### config.mk
export PLATFORM = sky130hd
export DESIGN_NAME = im_stream_loader
export DESIGN_NICKNAME = d
export VERILOG_FILES = /design/src/rtl/im_stream_loader.sv
export SDC_FILE = /design/constraint.sdc
export NUM_CORES = 1
export LEC_CHECK = 0
export BUFFER_PORTS_ARGS = -buffer_cell sky130_fd_sc_hd__buf_2
export CORE_ASPECT_RATIO = 2
export CORE_MARGIN = 2
export CORE_UTILIZATION = 50
export DETAILED_ROUTE_END_ITERATION = 7
export PLACE_DENSITY = 0.72
export SLEW_MARGIN = 20
export SYNTH_ARGS = -nofsm -noshare
export SYNTH_HDL_FRONTEND = slang
export SYNTH_SLANG_ARGS = --single-unit
### constraint.sdc
create_clock -name clk -period 1.75 [get_ports clk]
set_input_delay 0 -clock clk [delete_from_list [all_inputs] [get_ports clk]]
set_output_delay 0 -clock clk [all_outputs]
set_load 0.02 [all_outputs]
### src/rtl/im_stream_loader.sv
// Byte-stream program loader for the instruction memory: LEN, N x {LO,HI}, optional CSUM.
// Define IM_LOADER_CSUM_EN to require and verify a trailing 8-bit checksum byte.
module im_stream_loader #(
  parameter int INSTR_W = 15,
  parameter int ADDR_W  = 8
) (
  input  logic               clk,
  input  logic               rst_n,
  input  logic               start_i,
  input  logic [7:0]         in_data_i,
  input  logic               in_valid_i,
  output logic               in_ready_o,
  output logic               im_we_o,
  output logic [ADDR_W-1:0]  im_addr_o,
  output logic [INSTR_W-1:0] im_wdata_o,
  output logic               cpu_hold_o,
  output logic               done_o,
  output logic               error_o
);

  localparam logic [2:0] S_IDLE  = 3'd0;
  localparam logic [2:0] S_LEN   = 3'd1;
  localparam logic [2:0] S_LO    = 3'd2;
  localparam logic [2:0] S_HI    = 3'd3;
  localparam logic [2:0] S_WRITE = 3'd4;
`ifdef IM_LOADER_CSUM_EN
  localparam logic [2:0] S_CSUM  = 3'd5;
`endif
  localparam logic [2:0] S_DONE  = 3'd6;
  localparam logic [2:0] S_ERR   = 3'd7;

  // HI byte bits that fall outside the instruction word
  localparam logic [7:0] HI_MASK = 8'(8'hFF << (INSTR_W - 8));

  logic [2:0]         state_q, state_d;
  logic [7:0]         len_q, len_d;
  logic [7:0]         lo_q, lo_d;
  logic [ADDR_W-1:0]  idx_q, idx_d;
  logic [ADDR_W-1:0]  addr_q, addr_d;
  logic [INSTR_W-1:0] wdata_q, wdata_d;
  logic               rdy_q, we_q, hold_q, done_q, err_q;
  logic               xfer;
`ifdef IM_LOADER_CSUM_EN
  logic [7:0]         sum_q, sum_d;
`endif

  assign xfer = in_valid_i & rdy_q;

  always_comb begin
    state_d = state_q;
    len_d   = len_q;
    lo_d    = lo_q;
    idx_d   = idx_q;
    addr_d  = addr_q;
    wdata_d = wdata_q;
`ifdef IM_LOADER_CSUM_EN
    sum_d   = sum_q;
`endif
    case (state_q)
      S_IDLE, S_DONE, S_ERR: begin
        if (start_i) begin
          state_d = S_LEN;
          idx_d   = '0;
`ifdef IM_LOADER_CSUM_EN
          sum_d   = '0;
`endif
        end
      end
      S_LEN: begin
        if (xfer) begin
          len_d = in_data_i;
`ifdef IM_LOADER_CSUM_EN
          sum_d = in_data_i;
`endif
          if (in_data_i == 8'd0 || {24'd0, in_data_i} > (32'd1 << ADDR_W))
            state_d = S_ERR;
          else
            state_d = S_LO;
        end
      end
      S_LO: begin
        if (xfer) begin
          lo_d    = in_data_i;
`ifdef IM_LOADER_CSUM_EN
          sum_d   = sum_q + in_data_i;
`endif
          state_d = S_HI;
        end
      end
      S_HI: begin
        if (xfer) begin
`ifdef IM_LOADER_CSUM_EN
          sum_d = sum_q + in_data_i;
`endif
          if (|(in_data_i & HI_MASK)) begin
            state_d = S_ERR;
          end else begin
            // Write port is loaded here so it is valid throughout WRITE
            state_d = S_WRITE;
            addr_d  = idx_q;
            wdata_d = {in_data_i[INSTR_W-9:0], lo_q};
          end
        end
      end
      S_WRITE: begin
        idx_d = idx_q + 1'b1;
        if (32'(idx_q) + 32'd1 == 32'(len_q))
`ifdef IM_LOADER_CSUM_EN
          state_d = S_CSUM;
`else
          state_d = S_DONE;
`endif
        else
          state_d = S_LO;
      end
`ifdef IM_LOADER_CSUM_EN
      S_CSUM: begin
        if (xfer) state_d = (in_data_i == sum_q) ? S_DONE : S_ERR;
      end
`endif
      default: state_d = S_IDLE;
    endcase
  end

  always_ff @(posedge clk) begin
    if (!rst_n) begin
      state_q <= S_IDLE;
      len_q   <= '0;
      lo_q    <= '0;
      idx_q   <= '0;
      addr_q  <= '0;
      wdata_q <= '0;
      rdy_q   <= 1'b0;
      we_q    <= 1'b0;
      hold_q  <= 1'b0;
      done_q  <= 1'b0;
      err_q   <= 1'b0;
`ifdef IM_LOADER_CSUM_EN
      sum_q   <= '0;
`endif
    end else begin
      state_q <= state_d;
      len_q   <= len_d;
      lo_q    <= lo_d;
      idx_q   <= idx_d;
      addr_q  <= addr_d;
      wdata_q <= wdata_d;
      // Flags are registered decodes of the next state
      rdy_q   <= (state_d == S_LEN) || (state_d == S_LO) || (state_d == S_HI)
`ifdef IM_LOADER_CSUM_EN
                 || (state_d == S_CSUM)
`endif
                 ;
      we_q    <= (state_d == S_WRITE);
      hold_q  <= (state_d != S_IDLE) && (state_d != S_DONE);
      done_q  <= (state_d == S_DONE);
      err_q   <= (state_d == S_ERR);
`ifdef IM_LOADER_CSUM_EN
      sum_q   <= sum_d;
`endif
    end
  end

  assign in_ready_o = rdy_q;
  assign im_we_o    = we_q;
  assign im_addr_o  = addr_q;
  assign im_wdata_o = wdata_q;
  assign cpu_hold_o = hold_q;
  assign done_o     = done_q;
  assign error_o    = err_q;

endmodule
==> run_results.csv, run 1 <==
group,metric,value,unit
run_status,status,"finished with violations",
run_status,violations,"negative setup slack",
sta,holdWs,0.0736,ns
setup_path,reg2reg_depth,6,
sta,hold_viol,0,
global_route,grtUsageTotal,25.1,%
setup_path,critPathMaxStageDelay,0.38,ns
global_route,antenna_found_initial,0,
power,p_leak,1.27,nW
yosys,synth.yosys.seq_area_share,44.0,%
sta,fmax,542,MHz
hold_path,holdPathStages,4,
yosys,syn_area,2500,sq um
sta,setup_viol,3,
global_route,grt_overflow,0,
setup_path,crit_path_cell_trace,"buf_6, and3_4, a211o_1, a31o_4, a31oi_4, nor3b_2",
clocking,clk_latency,0.33,ns
yosys,synth_top_area_cell,"dfxtp_1",
drt,ant_nets,0,
place,portBuffers,39,
global_route,grt_max_degree,29,
drt,wl,6770,microns
drt,first_iter_violations,54,
place,hpwl,4570,microns
setup_path,cp-start-kind,"flip-flop",
clocking,cts.sinks,55,
drt,first_pass_iters,4,
global_route,grt_pass1_wl,10700,microns
hold_path,hp-class,"input port to flip-flop",
yosys,synth_top_area_share,44.0,%
floorplanning,die_w,54,microns
sta,finalSetupTns,-0.135,ns
drt,drt-vias-per-instance,5.62,
drt,vias,2467,
layout,drive_above_1_share,34.0,%
sta,layout_min_cycle_time,1.85,ns
flow_run,cap_violations,0,
clocking,cts.htree.levels,2,
yosys,ys_warn_count,0,
clocking,cts_root_buffer,"clkbuf_8",
yosys,syn_nets,315,
floorplanning,ios,40,
drt,route.detailed.drc,0,
floorplanning,core_area,4860,sq um
floorplanning,dieArea,5620,sq um
sta,worstMarginPinSlew,0.506,ns
yosys,synth_cells,302,
yosys,avgSynthCellArea,8.28,sq um
floorplanning,initial_core_util,51.4,%
clocking,clkTransAtPathRegs,0.11,ns
clocking,cts_tree,"yes",
global_route,first_global_vias,2316,
yosys,synthDistinctLibCells,51,
yosys,synth_area_leaders,"dfxtp_1 (44%), nand2_1 (9.8%), a21oi_1 (8.2%)",
setup_path,cp.required,1.99,ns
setup_path,arrival,2.08,ns
layout,diodes,0,
floorplanning,die_y,104,microns
layout,nets,394,
power,ir_drop,842,uV
power,powerDensity,667,nW/um^2
place,gp_congestion,0.905,
setup_path,end_kind,"flip-flop",
floorplanning,rows,36,
sta,rsz0062_at_grt,"yes",
sta,finalWorstSetupSlack,-0.0953,ns
sta,skew,0.0105,ns
setup_path,cp_max_fo,5,
sta,slew_headroom,66.2,%
drt,avgRoutedWirePerCell,15.4,microns
sta,fin_crit_sh,105,%
layout,area_growth,35.1,%
clocking,clockBufferDepth,2,
sta,final_max_slew_viol_count,0,
clocking,cts_buffers,5,
setup_path,path_class,"flip-flop to flip-flop",
yosys,ys_ff_latch,55,
setup_path,slowest_stage,"dfxtp_4",
-- logic make-up (layout without fill, tap and decap cells) --
group	Yosys count	in the layout	synth area share (%)
buf+inv	23	103	4.20
xor+xnor	6	6	2.10
simple gates	129	129	25.5
compound gates	79	79	20.0
flops	55	55	44.0
mux	9	9	3.65
fa+ha+maj	1	1	0.500
-- final timing paths --
| kind | start | end | slack (ns) |
|---|---|---|---|
| setup / recovery | idx_q[1] | in_ready_o | -0.1 |
| hold reg to reg | im_addr_o[1] | im_addr_o[1] | 0.46 |
| setup reg to reg | idx_q[1] | in_ready_o | -0.1 |
| hold / removal | in_data_i[7] | len_q[7] | 0.07 |
-- sequential cells by signal, summed over array words and instances, names as in the netlist --
name,cells
lo_q,8
state_q,3
im_we_o,1
cpu_hold_o,1
im_wdata_o,15
im_addr_o,8
len_q,8
idx_q,8
error_o,1
in_ready_o,1
done_o,1
-- cell usage in the layout (no fill, tap or decap), types with 2 or more instances in the layout --
cell type,n
a211o_1,2
a21boi_0,2
a21oi_1,40
a31o_1,2
a31oi_1,2
and2_1,3
buf_2,39
buf_4,38
buf_6,5
clkbuf_8,5
dfxtp_1,49
dfxtp_2,3
dfxtp_4,3
dlygate4sd3_1,8
inv_1,3
mux2i_1,8
nand2_1,64
nand3_1,4
nand3_2,2
nor2_1,23
nor2b_1,2
nor3_1,5
nor3b_2,3
nor4_1,3
nor4_2,2
nor4b_2,4
o21a_1,2
o21ai_0,12
o21ai_1,3
or2_2,2
or3_4,2
xnor2_1,3
-- cells in the mapped netlist (all sizes together) --
cell and n:
o41ai 1, a2111oi 1, a21o 1, o311ai 1
a21boi 2, xor2 1, and3 1, nand2 65
xnor2 5, a211o 2, a21oi 41, or2 3
and4 1, mux2i 8, nor2 24, dfxtp 55
a31oi 4, clkbuf 11, o21a 2, nand3 6
a31o 3, or3 2, and2 3, o2111ai 1
nor4b 4, a221oi 2, a311o 1, and3b 1
nor4 5, nand4 1, nor2b 2, buf 8
nand2b 1, o21ai 16, nand4b 1, nor3b 3
o31ai 1, nor3 6, clkinv 1, inv 3
mux2 1, ha 1
-- critical path: cells and delay by family, from the launching register on --
| kind | cells | cell delay [ns] |
|---|---|---|
| AND/OR/NAND/NOR | 2 | 0.42 |
| flip-flops | 1 | 0.38 |
| buffers and inverters | 1 | 0.12 |
| AO/OA/AOI/OAI | 3 | 0.84 |
-- repair_timing --
action                                  in CTS  in global routing
hold buffers                                 8                  0
endpoints found under the setup margin       4                  6
buffers inserted                             0                 10
resized for setup                            6                 31
pin swaps                                    5                 10
hold endpoints to repair                    24                  0
-- layer usage --
layer | GRT usage, % | wire length, microns | vias up
met5 | 0 | 0 | -
met4 | 14.1 | 229 | 0
met3 | 4.45 | 199 | 17
met2 | 42.6 | 3810 | 55
met1 | 27.7 | 2530 | 1180
li1 | - | - | 1215
-- through the flow --
step	utilization, %	setup slack [ns]	instances	total power [mW]	cell area [sq um]
floorplan	-	0.0101	302	1.40	2520
global placement	61.0	0.00301	413	1.48	2970
detailed placement	61.0	-0.0646	413	1.48	2970
CTS	65.0	-0.0391	429	2.24	3160
global route	69.4	-0.142	439	2.34	3380
finish	69.4	-0.0953	439	2.25	3380
-- layout make-up --
class / instances / area, sq um
fillers: 417 / 1490
clock inverters: 3 / 27.5
repair buffers: 91 / 637
flip-flops and latches: 55 / 1120
multi-input cells: 224 / 1440
well taps: 57 / 71.3
inverters: 4 / 15.0
clock buffers: 5 / 68.8
-- where the power goes --
group	switching [mW]	leakage (nW)	internal, mW
Sequential	0.0124	0.448	1.26
Clock	0.454	0.0463	0.295
Combinational	0.135	0.775	0.0970
No activity file was read; power rests on OpenSTA's default activity.
==> run 2, diff against run 1 <==
- SKIP_CTS_REPAIR_TIMING: not set -> 1
==> run 2 against run 1 <==
Worst hold slack got worse by 0.11 ns. Total power decreased by 0.33%. Fmax grew 3.2%. The flow finishes with violations (negative hold slack, negative setup slack). Via count shrank 1.9%. Critical path type unchanged. Global-route usage decreased by 1.1 points. First-iteration DRC count is 19% lower.
==> run_results.csv, run 2 (same netlist as run 1, synthesis figures left out) <==
group,metric,value,unit
floorplanning,core_area,4860,sq um
setup_path,reg2reg_depth,6,
place,dpl.cell_count,413,
setup_path,cp-start-kind,"flip-flop",
global_route,antenna_found_initial,0,
sta,finalWorstSetupSlack,-0.0385,ns
power,clkPwrFrac,33.5,%
sta,layout_min_cycle_time,1.79,ns
sta,hold_viol,1,
drt,avgRoutedWirePerCell,14.9,microns
setup_path,cp_max_fo,5,
sta,skew,0.0154,ns
layout,largest_reg_flops,15,
power,p_sw,0.597,mW
clocking,clkTransAtPathRegs,0.11,ns
global_route,grt_max_degree,29,
sta,rsz0062_at_grt,"yes",
layout,final_common_cell,"nand2_1",
place,hpwl,4570,microns
power,seqPwrFrac,56.7,%
floorplanning,dieArea,5620,sq um
clocking,clockBufferDepth,2,
layout,drive_above_1_share,29.5,%
drt,route.detailed.drc,0,
setup_path,r2r_start,"idx_q[1]",
power,p_int,1.65,mW
sta,setup_viol,5,
setup_path,end_kind,"flip-flop",
power,combinationalPowerShare,9.7,%
floorplanning,initial_core_util,51.4,%
clocking,cts_tree,"yes",
layout,diodes,0,
place,portBuffers,39,
setup_path,rrSetupSlack,-0.04,ns
sta,holdWs,-0.0345,ns
setup_path,cp.required,1.97,ns
sta,fin_crit_sh,102,%
layout,stdcell_count,433,
sta,final_max_slew_viol_count,0,
layout,final_cell_mix,"nand2_1 (64), dfxtp_1 (52), a21oi_1 (40), buf_2 (39), buf_4 (35)",
clocking,cts.htree.levels,2,
place,gp_congestion,0.905,
floorplanning,ios,40,
drt,first_pass_iters,4,
global_route,grt_overflow,0,
floorplanning,rows,36,
setup_path,arrival,2.00,ns
setup_path,critPathMaxStageDelay,0.39,ns
place,dpl_worst_slack,-0.0646,ns
setup_path,r2r-end,"error_o",
drt,first_iter_violations,44,
power,power,2.25,mW
global_route,grt_pass1_wl,10200,microns
floorplanning,die_w,54,microns
power,swShare,26.6,%
setup_path,crit_path_cell_trace,"ha_4, nand2_2, or3_4, a221oi_4, a31oi_4, nor4_1",
layout,nets,388,
clocking,cts_root_buffer,"clkbuf_8",
power,ir_drop,833,uV
setup_path,cp-endpoint,"error_o",
sta,slew_headroom,66.1,%
drt,wl,6430,microns
setup_path,path_class,"flip-flop to flip-flop",
drt,ant_nets,0,
sta,worstMarginPinSlew,0.507,ns
run_status,status,"finished with violations",
clocking,cts.sinks,55,
layout,area_growth,29.3,%
power,powerDensity,695,nW/um^2
sta,fmax,559,MHz
setup_path,setup.worst_path.start,"idx_q[1]",
global_route,first_global_vias,2251,
flow_run,cap_violations,0,
drt,vias,2420,
clocking,clk_latency,0.33,ns
floorplanning,die_y,104,microns
run_status,violations,"negative hold slack, negative setup slack",
global_route,grtUsageTotal,24.1,%
power,p_leak,1.22,nW
clocking,cts_buffers,5,
hold_path,hp-class,"input port to flip-flop",
drt,drt-vias-per-instance,5.59,
setup_path,slowest_stage,"dfxtp_4",
[run 2: cell types whose count changed in the layout (fill, tap and decap cells not counted), moves of 2 or more]
| cell | change |
|---|---|
| dfxtp_2 | -2 |
| buf_4 | -3 |
| buf_6 | -5 |
| dlygate4sd3_1 | +2 |
| nor4_1 | +2 |
| dfxtp_1 | +3 |
| nor4_2 | -2 |
[run 2: power by group through the flow]
| stage | logic, mW | registers, mW | clock network (mW) |
|---|---|---|---|
| 6_report | 0.219 | 1.27 | 0.753 |
| 5_1_grt | 0.238 | 1.28 | 0.811 |
| 4_1_cts | 0.181 | 1.28 | 0.770 |
| 3_5_place_dp | 0.180 | 1.30 | 0 |
| 3_3_place_gp | 0.178 | 1.30 | 0 |
| 2_1_floorplan | 0.0889 | 1.31 | 0 |
[run 2: per-stage QoR]
step	TNS [ns]	instance area [sq um]	utilization (%)
after detailed placement	-0.0797	2970	61.0
final	-0.141	3230	66.5
after floorplan	0	2520	-
after CTS	-0.188	3060	63.0
after global routing	-0.508	3230	66.5
after global placement	0	2970	61.0
[run 2: metal layers]
metal	part of all wire, %	GRT usage [%]
met5	0	0
met4	3.4	13.0
met3	3.2	4.02
met2	56	40.6
met1	38	27.1
[run 2: how the worst min path moves through the flow]
stage,start,to,depth (start not counted)
6_report,in_data_i[1],lo_q[1],3
2_1_floorplan,rst_n,idx_q[5],1
4_1_cts,in_data_i[0],im_wdata_o[8],3
3_3_place_gp,in_data_i[2],im_wdata_o[10],3
3_5_place_dp,in_data_i[0],im_wdata_o[8],3
5_1_grt,in_data_i[1],lo_q[1],3
[run 2: critical path, delay by kind of cell (launching register included)]
| kind | cells | cell delay [ns] |
|---|---|---|
| AO/OA/AOI/OAI | 2 | 0.45 |
| AND/OR/NAND/NOR | 3 | 0.68 |
| flip-flops | 1 | 0.39 |
| adder cells (fa/ha/maj) | 1 | 0.15 |
[run 2: layout make-up]
type / count / area, sq um
clock buffers: 5 / 68.8
inverters: 4 / 15.0
clock inverters: 3 / 27.5
multi-input cells: 224 / 1360
flip-flops and latches: 55 / 1110
fillers: 435 / 1630
repair buffers: 85 / 578
well taps: 57 / 71.3
